`src/rtl/cpu_pkg.sv`:
```
// Shared opcodes, IR field positions, sequencer states and opcode classification.
// Used by control_sequencer; CTRL_MULDIV_EN handling lives in the top, not here.
package cpu_pkg;

  localparam logic [4:0] OP_ADD  = 5'b00011;
  localparam logic [4:0] OP_SUB  = 5'b00100;
  localparam logic [4:0] OP_AND  = 5'b00101;
  localparam logic [4:0] OP_OR   = 5'b00110;
  localparam logic [4:0] OP_ROR  = 5'b00111;
  localparam logic [4:0] OP_ROL  = 5'b01000;
  localparam logic [4:0] OP_SHR  = 5'b01001;
  localparam logic [4:0] OP_SHRA = 5'b01010;
  localparam logic [4:0] OP_SHL  = 5'b01011;
  localparam logic [4:0] OP_MUL  = 5'b01111;
  localparam logic [4:0] OP_DIV  = 5'b10000;
  localparam logic [4:0] OP_NEG  = 5'b10001;
  localparam logic [4:0] OP_NOT  = 5'b10010;
  localparam logic [4:0] OP_NOP  = 5'b11010;
  localparam logic [4:0] OP_HALT = 5'b11011;

  localparam int OP_MSB = 31;
  localparam int OP_LSB = 27;
  localparam int RA_MSB = 26;
  localparam int RA_LSB = 23;
  localparam int RB_MSB = 22;
  localparam int RB_LSB = 19;
  localparam int RC_MSB = 18;
  localparam int RC_LSB = 15;

  localparam int SEL_W    = 13;
  localparam int SEL_ADD  = 0;
  localparam int SEL_SUB  = 1;
  localparam int SEL_AND  = 2;
  localparam int SEL_OR   = 3;
  localparam int SEL_SHR  = 4;
  localparam int SEL_SHRA = 5;
  localparam int SEL_SHL  = 6;
  localparam int SEL_ROR  = 7;
  localparam int SEL_ROL  = 8;
  localparam int SEL_MUL  = 9;
  localparam int SEL_DIV  = 10;
  localparam int SEL_NEG  = 11;
  localparam int SEL_NOT  = 12;

  typedef enum logic [3:0] {
    S_IDLE, S_T0, S_T1, S_T2, S_T3, S_T4, S_T5, S_T6, S_HALT
  } state_t;

  typedef enum logic [2:0] {
    CL_NOP, CL_ALU, CL_UNARY, CL_MULDIV, CL_HALT
  } op_class_t;

  // Unknown opcodes fall into CL_NOP so they retire after T3.
  function automatic op_class_t op_class(input logic [4:0] op);
    op_class_t c;
    case (op)
      OP_ADD, OP_SUB, OP_AND, OP_OR, OP_ROR,
      OP_ROL, OP_SHR, OP_SHRA, OP_SHL:       c = CL_ALU;
      OP_NEG, OP_NOT:                        c = CL_UNARY;
      OP_MUL, OP_DIV:                        c = CL_MULDIV;
      OP_HALT:                               c = CL_HALT;
      default:                               c = CL_NOP;
    endcase
    return c;
  endfunction

  function automatic logic [SEL_W-1:0] op_select(input logic [4:0] op);
    logic [SEL_W-1:0] s;
    s = '0;
    case (op)
      OP_ADD:  s[SEL_ADD]  = 1'b1;
      OP_SUB:  s[SEL_SUB]  = 1'b1;
      OP_AND:  s[SEL_AND]  = 1'b1;
      OP_OR:   s[SEL_OR]   = 1'b1;
      OP_SHR:  s[SEL_SHR]  = 1'b1;
      OP_SHRA: s[SEL_SHRA] = 1'b1;
      OP_SHL:  s[SEL_SHL]  = 1'b1;
      OP_ROR:  s[SEL_ROR]  = 1'b1;
      OP_ROL:  s[SEL_ROL]  = 1'b1;
      OP_MUL:  s[SEL_MUL]  = 1'b1;
      OP_DIV:  s[SEL_DIV]  = 1'b1;
      OP_NEG:  s[SEL_NEG]  = 1'b1;
      OP_NOT:  s[SEL_NOT]  = 1'b1;
      default: s = '0;
    endcase
    return s;
  endfunction

endpackage

```
`src/rtl/reg_decode4to16.sv`:
```
// 4-bit register index to one-hot GPR enable; all zeros when en_i is low.
// Purely combinational.
module reg_decode4to16 (
  input  logic [3:0]  idx_i,
  input  logic        en_i,
  output logic [15:0] onehot_o
);

  always_comb begin
    onehot_o = '0;
    if (en_i) onehot_o[idx_i] = 1'b1;
  end

endmodule

```
`src/rtl/control_sequencer.sv`:
```
// Hardwired fetch/execute control unit driving DataPath strobes as Moore decodes of state and IR.
// Define CTRL_MULDIV_EN to enable the mul/div T3-T6 sequence; otherwise mul/div retire as nop.
module control_sequencer
  import cpu_pkg::*;
#(
  parameter int IR_W = 32
) (
  input  logic            Clock,
  input  logic            Clear,
  input  logic            Start,
  input  logic            Stop,
  input  logic [IR_W-1:0] IR,
  output logic            Run,
  output logic            PCout,
  output logic            PCin,
  output logic            IncPC,
  output logic            MARin,
  output logic            MDRin,
  output logic            MDRout,
  output logic            Read,
  output logic            IRin,
  output logic            Yin,
  output logic            Zin,
  output logic            Zhighout,
  output logic            Zlowout,
  output logic            HIin,
  output logic            LOin,
  output logic [15:0]     Rin,
  output logic [15:0]     Rout,
  output logic            ADD,
  output logic            SUB,
  output logic            AND,
  output logic            OR,
  output logic            SHR,
  output logic            SHRA,
  output logic            SHL,
  output logic            ROR,
  output logic            ROL,
  output logic            MUL,
  output logic            DIV,
  output logic            NEG,
  output logic            NOT
);

  state_t           state_q, state_d;
  op_class_t        cls;
  logic [4:0]       opcode;
  logic [3:0]       ra, rb, rc;
  logic [SEL_W-1:0] sel;
  logic             sel_en;
  logic             last;
  logic             rin_en, rout_en;
  logic [3:0]       rout_idx;
  logic             unused_ir;

  assign opcode    = IR[OP_MSB:OP_LSB];
  assign ra        = IR[RA_MSB:RA_LSB];
  assign rb        = IR[RB_MSB:RB_LSB];
  assign rc        = IR[RC_MSB:RC_LSB];
  assign sel       = op_select(opcode);
  assign unused_ir = ^IR[RC_LSB-1:0];

  always_comb begin
`ifdef CTRL_MULDIV_EN
    cls = op_class(opcode);
`else
    cls = op_class(opcode);
    if (cls == CL_MULDIV) cls = CL_NOP;
`endif
  end

  always_ff @(posedge Clock or posedge Clear) begin
    if (Clear) state_q <= S_IDLE;
    else       state_q <= state_d;
  end

  always_comb begin
    state_d  = state_q;
    last     = 1'b0;
    Run      = 1'b0;
    PCout    = 1'b0;
    PCin     = 1'b0;
    IncPC    = 1'b0;
    MARin    = 1'b0;
    MDRin    = 1'b0;
    MDRout   = 1'b0;
    Read     = 1'b0;
    IRin     = 1'b0;
    Yin      = 1'b0;
    Zin      = 1'b0;
    Zhighout = 1'b0;
    Zlowout  = 1'b0;
    HIin     = 1'b0;
    LOin     = 1'b0;
    sel_en   = 1'b0;
    rin_en   = 1'b0;
    rout_en  = 1'b0;
    rout_idx = rb;

    unique case (state_q)
      S_IDLE: begin
        if (Start) state_d = S_T0;
      end
      S_T0: begin
        Run = 1'b1; PCout = 1'b1; MARin = 1'b1; IncPC = 1'b1; Zin = 1'b1;
        state_d = S_T1;
      end
      S_T1: begin
        Run = 1'b1; Zlowout = 1'b1; PCin = 1'b1; Read = 1'b1; MDRin = 1'b1;
        state_d = S_T2;
      end
      S_T2: begin
        Run = 1'b1; MDRout = 1'b1; IRin = 1'b1;
        state_d = S_T3;
      end
      S_T3: begin
        Run = 1'b1;
        case (cls)
          CL_ALU: begin
            rout_en = 1'b1; rout_idx = rb; Yin = 1'b1; state_d = S_T4;
          end
          CL_UNARY: begin
            rout_en = 1'b1; rout_idx = rb; sel_en = 1'b1; Zin = 1'b1; state_d = S_T4;
          end
          CL_MULDIV: begin
            rout_en = 1'b1; rout_idx = ra; Yin = 1'b1; state_d = S_T4;
          end
          CL_HALT: state_d = S_HALT;
          default: last = 1'b1;
        endcase
      end
      S_T4: begin
        Run = 1'b1;
        case (cls)
          CL_ALU: begin
            rout_en = 1'b1; rout_idx = rc; sel_en = 1'b1; Zin = 1'b1; state_d = S_T5;
          end
          CL_MULDIV: begin
            rout_en = 1'b1; rout_idx = rb; sel_en = 1'b1; Zin = 1'b1; state_d = S_T5;
          end
          CL_UNARY: begin
            Zlowout = 1'b1; rin_en = 1'b1; last = 1'b1;
          end
          default: last = 1'b1;
        endcase
      end
      S_T5: begin
        Run = 1'b1;
        case (cls)
          CL_ALU: begin
            Zlowout = 1'b1; rin_en = 1'b1; last = 1'b1;
          end
`ifdef CTRL_MULDIV_EN
          CL_MULDIV: begin
            Zlowout = 1'b1; LOin = 1'b1; state_d = S_T6;
          end
`endif
          default: last = 1'b1;
        endcase
      end
`ifdef CTRL_MULDIV_EN
      S_T6: begin
        Run = 1'b1; Zhighout = 1'b1; HIin = 1'b1; last = 1'b1;
      end
`endif
      S_HALT: state_d = S_HALT;
      default: state_d = S_IDLE;
    endcase

    // Stop only matters at the retiring state of an instruction.
    if (last) state_d = Stop ? S_HALT : S_T0;
  end

  reg_decode4to16 u_rin_dec (
    .idx_i    (ra),
    .en_i     (rin_en),
    .onehot_o (Rin)
  );

  reg_decode4to16 u_rout_dec (
    .idx_i    (rout_idx),
    .en_i     (rout_en),
    .onehot_o (Rout)
  );

  assign ADD  = sel_en & sel[SEL_ADD];
  assign SUB  = sel_en & sel[SEL_SUB];
  assign AND  = sel_en & sel[SEL_AND];
  assign OR   = sel_en & sel[SEL_OR];
  assign SHR  = sel_en & sel[SEL_SHR];
  assign SHRA = sel_en & sel[SEL_SHRA];
  assign SHL  = sel_en & sel[SEL_SHL];
  assign ROR  = sel_en & sel[SEL_ROR];
  assign ROL  = sel_en & sel[SEL_ROL];
  assign NEG  = sel_en & sel[SEL_NEG];
  assign NOT  = sel_en & sel[SEL_NOT];

`ifdef CTRL_MULDIV_EN
  assign MUL  = sel_en & sel[SEL_MUL];
  assign DIV  = sel_en & sel[SEL_DIV];
`else
  logic unused_sel;
  assign MUL        = 1'b0;
  assign DIV        = 1'b0;
  assign unused_sel = sel[SEL_MUL] ^ sel[SEL_DIV];
`endif

endmodule

```
`config.mk`:
```
export PLATFORM = sky130hd
export DESIGN_NAME = control_sequencer
export DESIGN_NICKNAME = d
export VERILOG_FILES = /design/src/rtl/cpu_pkg.sv /design/src/rtl/reg_decode4to16.sv /design/src/rtl/control_sequencer.sv
export SDC_FILE = /design/constraint.sdc
export NUM_CORES = 1
export LEC_CHECK = 0
export CORE_ASPECT_RATIO = 1.1
export CORE_UTILIZATION = 35
export CTS_CLUSTER_SIZE = 30
export DETAILED_ROUTE_END_ITERATION = 16
export MAX_ROUTING_LAYER = met4
export PLACE_DENSITY = 0.92
export SLEW_MARGIN = 10
export SYNTH_ARGS = -nofsm -noshare
export SYNTH_HDL_FRONTEND = slang
export SYNTH_SLANG_ARGS = --single-unit
export TNS_END_PERCENT = 1
```
`constraint.sdc`:
```
create_clock -name Clock -period 3.6 [get_ports Clock]
set_clock_uncertainty 0.15 [all_clocks]
set_input_delay 0.72 -clock Clock [delete_from_list [all_inputs] [get_ports Clock]]
set_output_delay 0.72 -clock Clock [all_outputs]
set_load 0.005 [all_outputs]
```
==> impl_metrics.xml <==
<?xml version="1.0" encoding="UTF-8"?>
<metrics>
  <group name="synth">
    <metric name="combinational_family_with_the_most_area_after_synthesis" unit="">simple AND/OR/NAND/NOR gates</metric>
    <metric name="synth_area_per_cell" unit="um^2">6.438</metric>
    <metric name="synth.yosys.seq_area_share" unit="">0.09040</metric>
    <metric name="syn_inst" unit="">172</metric>
    <metric name="ys_types" unit="">42</metric>
    <metric name="synth.yosys.warnings" unit="">0</metric>
    <metric name="synth_fa_ha_area_frac" unit="">0</metric>
    <metric name="fraction_of_the_mapped_netlist_area_in_compound_gates" unit="">0.1220</metric>
    <metric name="number_of_enable_type_register_cells_in_the_synthesized_netlist" unit="">0</metric>
    <metric name="yosys.area_share.simple" unit="">0.5379</metric>
    <metric name="synth.area.mux_share" unit="">0.1017</metric>
    <metric name="synth_xor_xnor_area_share" unit="">0.007910</metric>
    <metric name="ys_seq_elements" unit="">4</metric>
    <metric name="netlist_area" unit="um^2">1107</metric>
    <metric name="postSynth.topFlopCell" unit="">sky130_fd_sc_hd__dfrtp_1</metric>
    <metric name="synth-async-reset-ratio" unit="">1.000</metric>
  </group>
  <group name="cts">
    <metric name="root_buffer" unit="">sky130_fd_sc_hd__clkbuf_4</metric>
    <metric name="later_pin_clock_latency_in_the_skew_report" unit="ps">230</metric>
    <metric name="cts_max_path_buffers" unit="">2</metric>
    <metric name="clock-sinks" unit="">4</metric>
    <metric name="worst_setup_hold_path_clk_slew" unit="ps">40</metric>
    <metric name="cts-htree-levels" unit="">1</metric>
    <metric name="tritoncts" unit="">built</metric>
    <metric name="tritoncts.num_buffers" unit="">3</metric>
  </group>
  <group name="power">
    <metric name="power_per_cell_area" unit="nW/um^2">315.4</metric>
    <metric name="static-leakage-power" unit="nW">0.9486</metric>
    <metric name="p_total" unit="mW">0.6374</metric>
    <metric name="vdd_ir_drop_max" unit="mV">0.3684</metric>
  </group>
  <group name="critical_path">
    <metric name="cp_cell_sequence" unit="">dlygate4sd2_1 -&gt; or3b_1 -&gt; or4b_1 -&gt; a21oi_2 -&gt; nand2_2 -&gt; buf_4 -&gt; nor4_1 -&gt; dlygate4sd2_1</metric>
    <metric name="worst_r2r_startpoint" unit="">state_q[2]</metric>
    <metric name="critPathArrivalTime" unit="ps">2850</metric>
    <metric name="setup.worst_path.end_class" unit="">output port</metric>
    <metric name="reg2reg_to" unit="">state_q[0]</metric>
    <metric name="critical_path.startpoint_type" unit="">input port</metric>
    <metric name="cpMaxStageDelayCell" unit="">sky130_fd_sc_hd__or4b_1</metric>
    <metric name="timing.critical_path.fanout_max" unit="">8</metric>
    <metric name="worstSetupPathType" unit="">input port to output port</metric>
    <metric name="cp_slowest_stage_delay" unit="ps">490</metric>
    <metric name="worst_path_required_time" unit="ps">2730</metric>
    <metric name="r2r_cells" unit="">5</metric>
    <metric name="reg2reg_slack" unit="ps">1990</metric>
    <metric name="cpMostUsedCell" unit="">sky130_fd_sc_hd__dlygate4sd2_1</metric>
  </group>
  <group name="finish">
    <metric name="top_regs" unit="">state_q (4)</metric>
    <metric name="layout-area-overhead-vs-synth" unit="%">82.49</metric>
    <metric name="commonest_non_fill_non_tap_cells_in_the_layout" unit="">38 x sky130_fd_sc_hd__clkdlybuf4s50_1, 31 x sky130_fd_sc_hd__dlygate4sd2_1, 29 x sky130_fd_sc_hd__nor3_1</metric>
    <metric name="post-route-util" unit="">0.6687</metric>
    <metric name="antenna_cells" unit="">0</metric>
    <metric name="finish.cell_count_without_fillers" unit="">291</metric>
    <metric name="num-fill-cells" unit="">281</metric>
    <metric name="layout-drive-gt1-share" unit="">0.2218</metric>
    <metric name="post-route-cell-area" unit="um^2">2021</metric>
    <metric name="finalNetCount" unit="">295</metric>
    <metric name="layout.cells.most_common" unit="">sky130_fd_sc_hd__clkdlybuf4s50_1</metric>
    <metric name="largest_register_ffs" unit="">4</metric>
    <metric name="largest-register" unit="">state_q</metric>
  </group>
  <group name="placement">
    <metric name="numPlacedInstances" unit="">283</metric>
    <metric name="gp_congestion" unit="">0.8730</metric>
    <metric name="place_area" unit="um^2">1914</metric>
    <metric name="preCtsSetupSlack" unit="ps">-580.1</metric>
    <metric name="post-dp-hpwl" unit="um">2796</metric>
    <metric name="buffer_ports.inserted" unit="">75</metric>
  </group>
  <group name="sta">
    <metric name="fin_setup_tns" unit="ps">-992.5</metric>
    <metric name="unrepaired_setup_endpoints_after_global_routing" unit="">true</metric>
    <metric name="timing.hold.ws" unit="ps">471.8</metric>
    <metric name="finalWorstPathRequiredPeriod" unit="ps">3717</metric>
    <metric name="post-route-period-util" unit="">1.033</metric>
    <metric name="final-setup-viol-count" unit="">13</metric>
    <metric name="max_freq" unit="GHz">0.2690</metric>
    <metric name="final-max-slew-violation-count" unit="">0</metric>
    <metric name="timing.final.ws_setup" unit="ps">-117.2</metric>
    <metric name="final-hold-violation-count" unit="">0</metric>
  </group>
  <group name="floorplanning">
    <metric name="fp.dieH" unit="um">60.99</metric>
    <metric name="die_width" unit="um">55.63</metric>
    <metric name="initial_core_util" unit="">0.3665</metric>
    <metric name="floorplan_die_area" unit="um^2">3393</metric>
    <metric name="io_pins" unit="">96</metric>
    <metric name="placement_rows" unit="">21</metric>
    <metric name="core_area" unit="um^2">3022</metric>
  </group>
  <group name="worst_hold_path">
    <metric name="hold_end" unit="">state_q[1]</metric>
    <metric name="min_from" unit="">state_q[3]</metric>
    <metric name="hold_path_class" unit="">register to register</metric>
    <metric name="whs_path_depth" unit="">1</metric>
  </group>
  <group name="global_route">
    <metric name="grt_remaining_overflow" unit="">0</metric>
    <metric name="grt_usage" unit="">0.2114</metric>
    <metric name="grt_first_pass_wirelength" unit="um">5816</metric>
    <metric name="largest_net_degree_at_the_start_of_global_routing" unit="">14</metric>
    <metric name="first_global_vias" unit="">1397</metric>
    <metric name="antenna_found_initial" unit="">0</metric>
  </group>
  <group name="run_status">
    <metric name="failing_checks" unit="">setup timing</metric>
    <metric name="run_status" unit="">complete, but fails checks</metric>
  </group>
  <group name="drt">
    <metric name="via_count" unit="">1546</metric>
    <metric name="detail_route.first_pass.iterations" unit="">4</metric>
    <metric name="drt-vias-per-instance" unit="">5.313</metric>
    <metric name="routed_wire_length_per_instance" unit="um">12.97</metric>
    <metric name="detail_route.wirelength" unit="um">3774</metric>
    <metric name="route.detailed.drc" unit="">0</metric>
    <metric name="drt_iter0_markers" unit="">40</metric>
    <metric name="drt.antenna.violating_nets" unit="">0</metric>
  </group>
  <group name="job">
    <metric name="maxCapViolations" unit="">0</metric>
  </group>
</metrics>
metal layers:
layer / wire length, um / share of wire / global-route usage / vias to the layer above
met5: 0 / 0 / - / -
met4: 0 / 0 / 0.01786 / 0
met3: 204 / 0.054 / 0.01919 / 0
met2: 2073 / 0.55 / 0.4286 / 53
met1: 1495 / 0.40 / 0.2347 / 727
li1: - / - / - / 766
cell usage after synthesis, types with 2 or more instances:
master	instances	area share
sky130_fd_sc_hd__nor3_1	32	0.14
sky130_fd_sc_hd__nor2_1	20	0.068
sky130_fd_sc_hd__nand2_1	16	0.054
sky130_fd_sc_hd__buf_4	10	0.068
sky130_fd_sc_hd__inv_1	8	0.027
sky130_fd_sc_hd__nor4_1	8	0.045
sky130_fd_sc_hd__nand2b_1	7	0.040
sky130_fd_sc_hd__mux2i_1	6	0.054
sky130_fd_sc_hd__nor3_2	6	0.054
sky130_fd_sc_hd__a21oi_1	5	0.023
sky130_fd_sc_hd__nor2b_1	5	0.028
sky130_fd_sc_hd__clkbuf_1	4	0.014
sky130_fd_sc_hd__dfrtp_1	4	0.090
sky130_fd_sc_hd__o21ai_0	3	0.014
sky130_fd_sc_hd__o21ai_1	3	0.014
sky130_fd_sc_hd__a21oi_2	2	0.016
sky130_fd_sc_hd__buf_6	2	0.020
sky130_fd_sc_hd__mux2_4	2	0.027
sky130_fd_sc_hd__nand2_2	2	0.011
sky130_fd_sc_hd__nand3_1	2	0.0090
sky130_fd_sc_hd__nor4_2	2	0.023
sky130_fd_sc_hd__o211ai_1	2	0.014
sky130_fd_sc_hd__or2_2	2	0.011
power by group:
group | switching, mW | internal (mW)
registers | 0.0286 | 0.0642
clock network | 0.0168 | 0.0372
logic | 0.243 | 0.248
total | 0.288 | 0.349
worst max-delay path: cells and delay by family:
| family | cells | cell delay [ps] |
|---|---|---|
| and+or+nand+nor | 4 | 1180 |
| buffers and inverters | 3 | 760 |
| AOI/OAI and AO/OA | 1 | 190 |
repair_timing:
action | CTS | global route
setup buffers | 5 | 0
setup endpoints to repair | 40 | 40
resized for setup | 46 | 11
pin swaps | 5 | 0
hold buffers | 0 | 0
logic make-up after synthesis:
logic type / after synthesis
AO/OA/AOI/OAI: 21
XOR/XNOR: 1
buffers and inverters: 26
flip-flops: 4
multiplexers: 10
other: 1
AND/OR/NAND/NOR: 109
cell type report:
cell class,count,area [um^2],area share
multi-input combinational,146,945.9,0.4681
tap,34,42.54,0.02105
inverter,8,30.03,0.01486
timing repair buffer,96,879.6,0.4353
sequential,4,100.1,0.04954
clock buffer,3,22.52,0.01115
worst max path at each step:
stage	slack (ps)	cells after the start	from	to
after floorplan	540	7	IR[31]	Rout[10]
after global placement	-530	7	IR[30]	Rin[10]
after detailed placement	-580	8	IR[30]	Rin[1]
after CTS	-240	8	IR[27]	Rout[1]
after global routing	-250	9	IR[30]	Rin[5]
final	-120	8	IR[30]	Rin[2]
Note: power is estimated with default switching activity, not from simulation.
==> RTL edit, RTL diff (same flow settings) <==
The 9 states of `state_t` get a Gray code encoding in 4 bits.
--- a/src/rtl/cpu_pkg.sv
+++ b/src/rtl/cpu_pkg.sv
@@ -45,3 +45,3 @@
   typedef enum logic [3:0] {
-    S_IDLE, S_T0, S_T1, S_T2, S_T3, S_T4, S_T5, S_T6, S_HALT
+    S_IDLE = 4'b0000, S_T0 = 4'b0001, S_T1 = 4'b0011, S_T2 = 4'b0010, S_T3 = 4'b0110, S_T4 = 4'b0111, S_T5 = 4'b0101, S_T6 = 4'b0100, S_HALT = 4'b1100
   } state_t;
Check against the original RTL: same outputs for any inputs over 10 cycles, from zero or initial values; not proved beyond that.
==> RTL edit against the unedited design <==
  * Sequential power rose by 31%
  * Synthesized area rose by 12%
  * Routed wire length increased by 5.8%
  * Final area grew 8.4%
  * Total power rose by 8.0%
  * Sequential cell count unchanged
  * Worst hold slack improved by 0.049 ns
  * Die area up 12%
  * Critical path type unchanged
  * Largest power group unchanged
  * Combinational power grew 4%
  * Setup slack better by 0.19 ns
==> RTL edit: results (changes against the unedited design) <==
status - completed
total net switching power - 314 µW (+8.7%)
Post-Place Cell Area - 0.00211 mm² (+10%)
met1 wire length - 1760 µm (+17%)
Leakage - 1.13 nW (+19%)
biggest regs - state_q (4)
vias in the first global route - 1,445 (+3.4%)
post-DR wirelength/cell - 12.8 µm (-1.3%)
metal3 WL - 178 µm (-13%)
Buffers on Ports - 75 (unchanged)
Cells after Synth - 181 (+5.2%)
largest cells by area after synthesis - buf_4 (8.5%), dfrtp_1 (8.1%), a21oi_1 (7.3%)
DR WL met2 - 2020 µm (-2.7%)
crit path to - Rout[13]
slowest CP cell - or4b_4
met1 Use GR - 26.7% (+3.2 points)
register area share after synthesis - 8.06% (-0.98 points)
Reg-to-Reg Start - state_q[0]
M3 GR Usage - 1.60% (-0.32 points)
Peak VDD IR - 0.226 mV (-39%)
Post-DP HPWL - 3180 µm (+14%)
fmax - 284 MHz (+5.5%)
unique cell type count in the Yosys netlist - 42 (unchanged)
largest net degree at the start of global routing - 17 (+3)
initial drt markers - 44 (+10%)
DP Worst Slack - -0.285 ns (+0.295 ns)
routability congestion estimate - 0.859 (-1.6%)
met2 Use GR - 36.8% (-6.1 points)
total track usage - 21.6% (+0.50 points)
layout cell share with drive strength beyond 1 - 18.2% (-4.0 points)
via count - 1,622 (+4.9%)
crit path from - IR[27]
via/cell ratio - 5.20 (-2.1%)
post_cts resized - 14 (-70%)
slowest stage delay, CP - 0.55 ns (+0.06 ns)
DR top layer - met4
reg2reg setup slack - 1.46 ns (-0.53 ns)
fin nets - 302 (+2.4%)
commonest cells in the synthesized netlist - nor2_1 (21), a21oi_1 (18), nor3_1 (17), buf_4 (14), nand2b_1 (12)
post-CTS setup buffers - 0 (-5)
min-delay worst type - in2async
critical path's top delay family - buffers and inverters
first-pass GRT wire length - 6350 µm (+9.3%)
CTS Root Buffer Type - clkbuf_4
Reg clk slew, reported paths - 0.03 ns
WP data arrival - 2.65 ns (-0.20 ns)
-- RTL edit: cell types whose count changed after synthesis, moves of 4 or more --
| cell | delta |
|---|---|
| nand3b_1 | +5 |
| buf_2 | +5 |
| a21oi_1 | +13 |
| nor3_1 | -15 |
| nand2b_1 | +5 |
| nand2_1 | -7 |
| buf_4 | +4 |
-- RTL edit: layout make-up --
cell class / count / area, µm²
inverter: 6 / 22.5
fill: 298 / 1170
multi-input combinational: 152 / 1010
tap: 48 / 60.1
clock buffer: 3 / 22.5
sequential: 4 / 100
timing repair buffer: 99 / 973
-- RTL edit: power by group through the flow --
stage,clock [mW],sequential [mW],combinational (mW)
after global placement,0,0.117,0.493
final,0.0556,0.122,0.511
after detailed placement,0,0.117,0.501
after floorplan,0,0.0766,0.355
after CTS,0.0578,0.120,0.510
after global routing,0.0579,0.127,0.553
-- RTL edit: kinds of logic (layout without fill, tap and decap cells) --
logic type / Yosys count / count (layout) / share of synthesized area (%)
buffers and inverters: 29 / 108 / 14.2
muxes: 10 / 10 / 8.87
xor gates and xnor gates: 1 / 1 / 0.706
DFF: 4 / 4 / 8.06
other: 1 / 5 / 0.302
AOI/OAI and AO/OA: 35 / 35 / 20.4
and+or+nand+nor: 101 / 101 / 47.5
-- RTL edit: worst min path at each step --
| stage | start | to | slack [ns] | depth (start not counted) |
|---|---|---|---|---|
| finish | Clear | state_q[0] | 0.52 | 2 |
| global route | Clear | state_q[2] | 0.55 | 2 |
| CTS | Clear | state_q[0] | 0.52 | 2 |
| detailed placement | state_q[3] | state_q[1] | 0.61 | 3 |
| global placement | state_q[3] | state_q[1] | 0.60 | 3 |
| floorplan | Clear | state_q[0] | 0.34 | 1 |
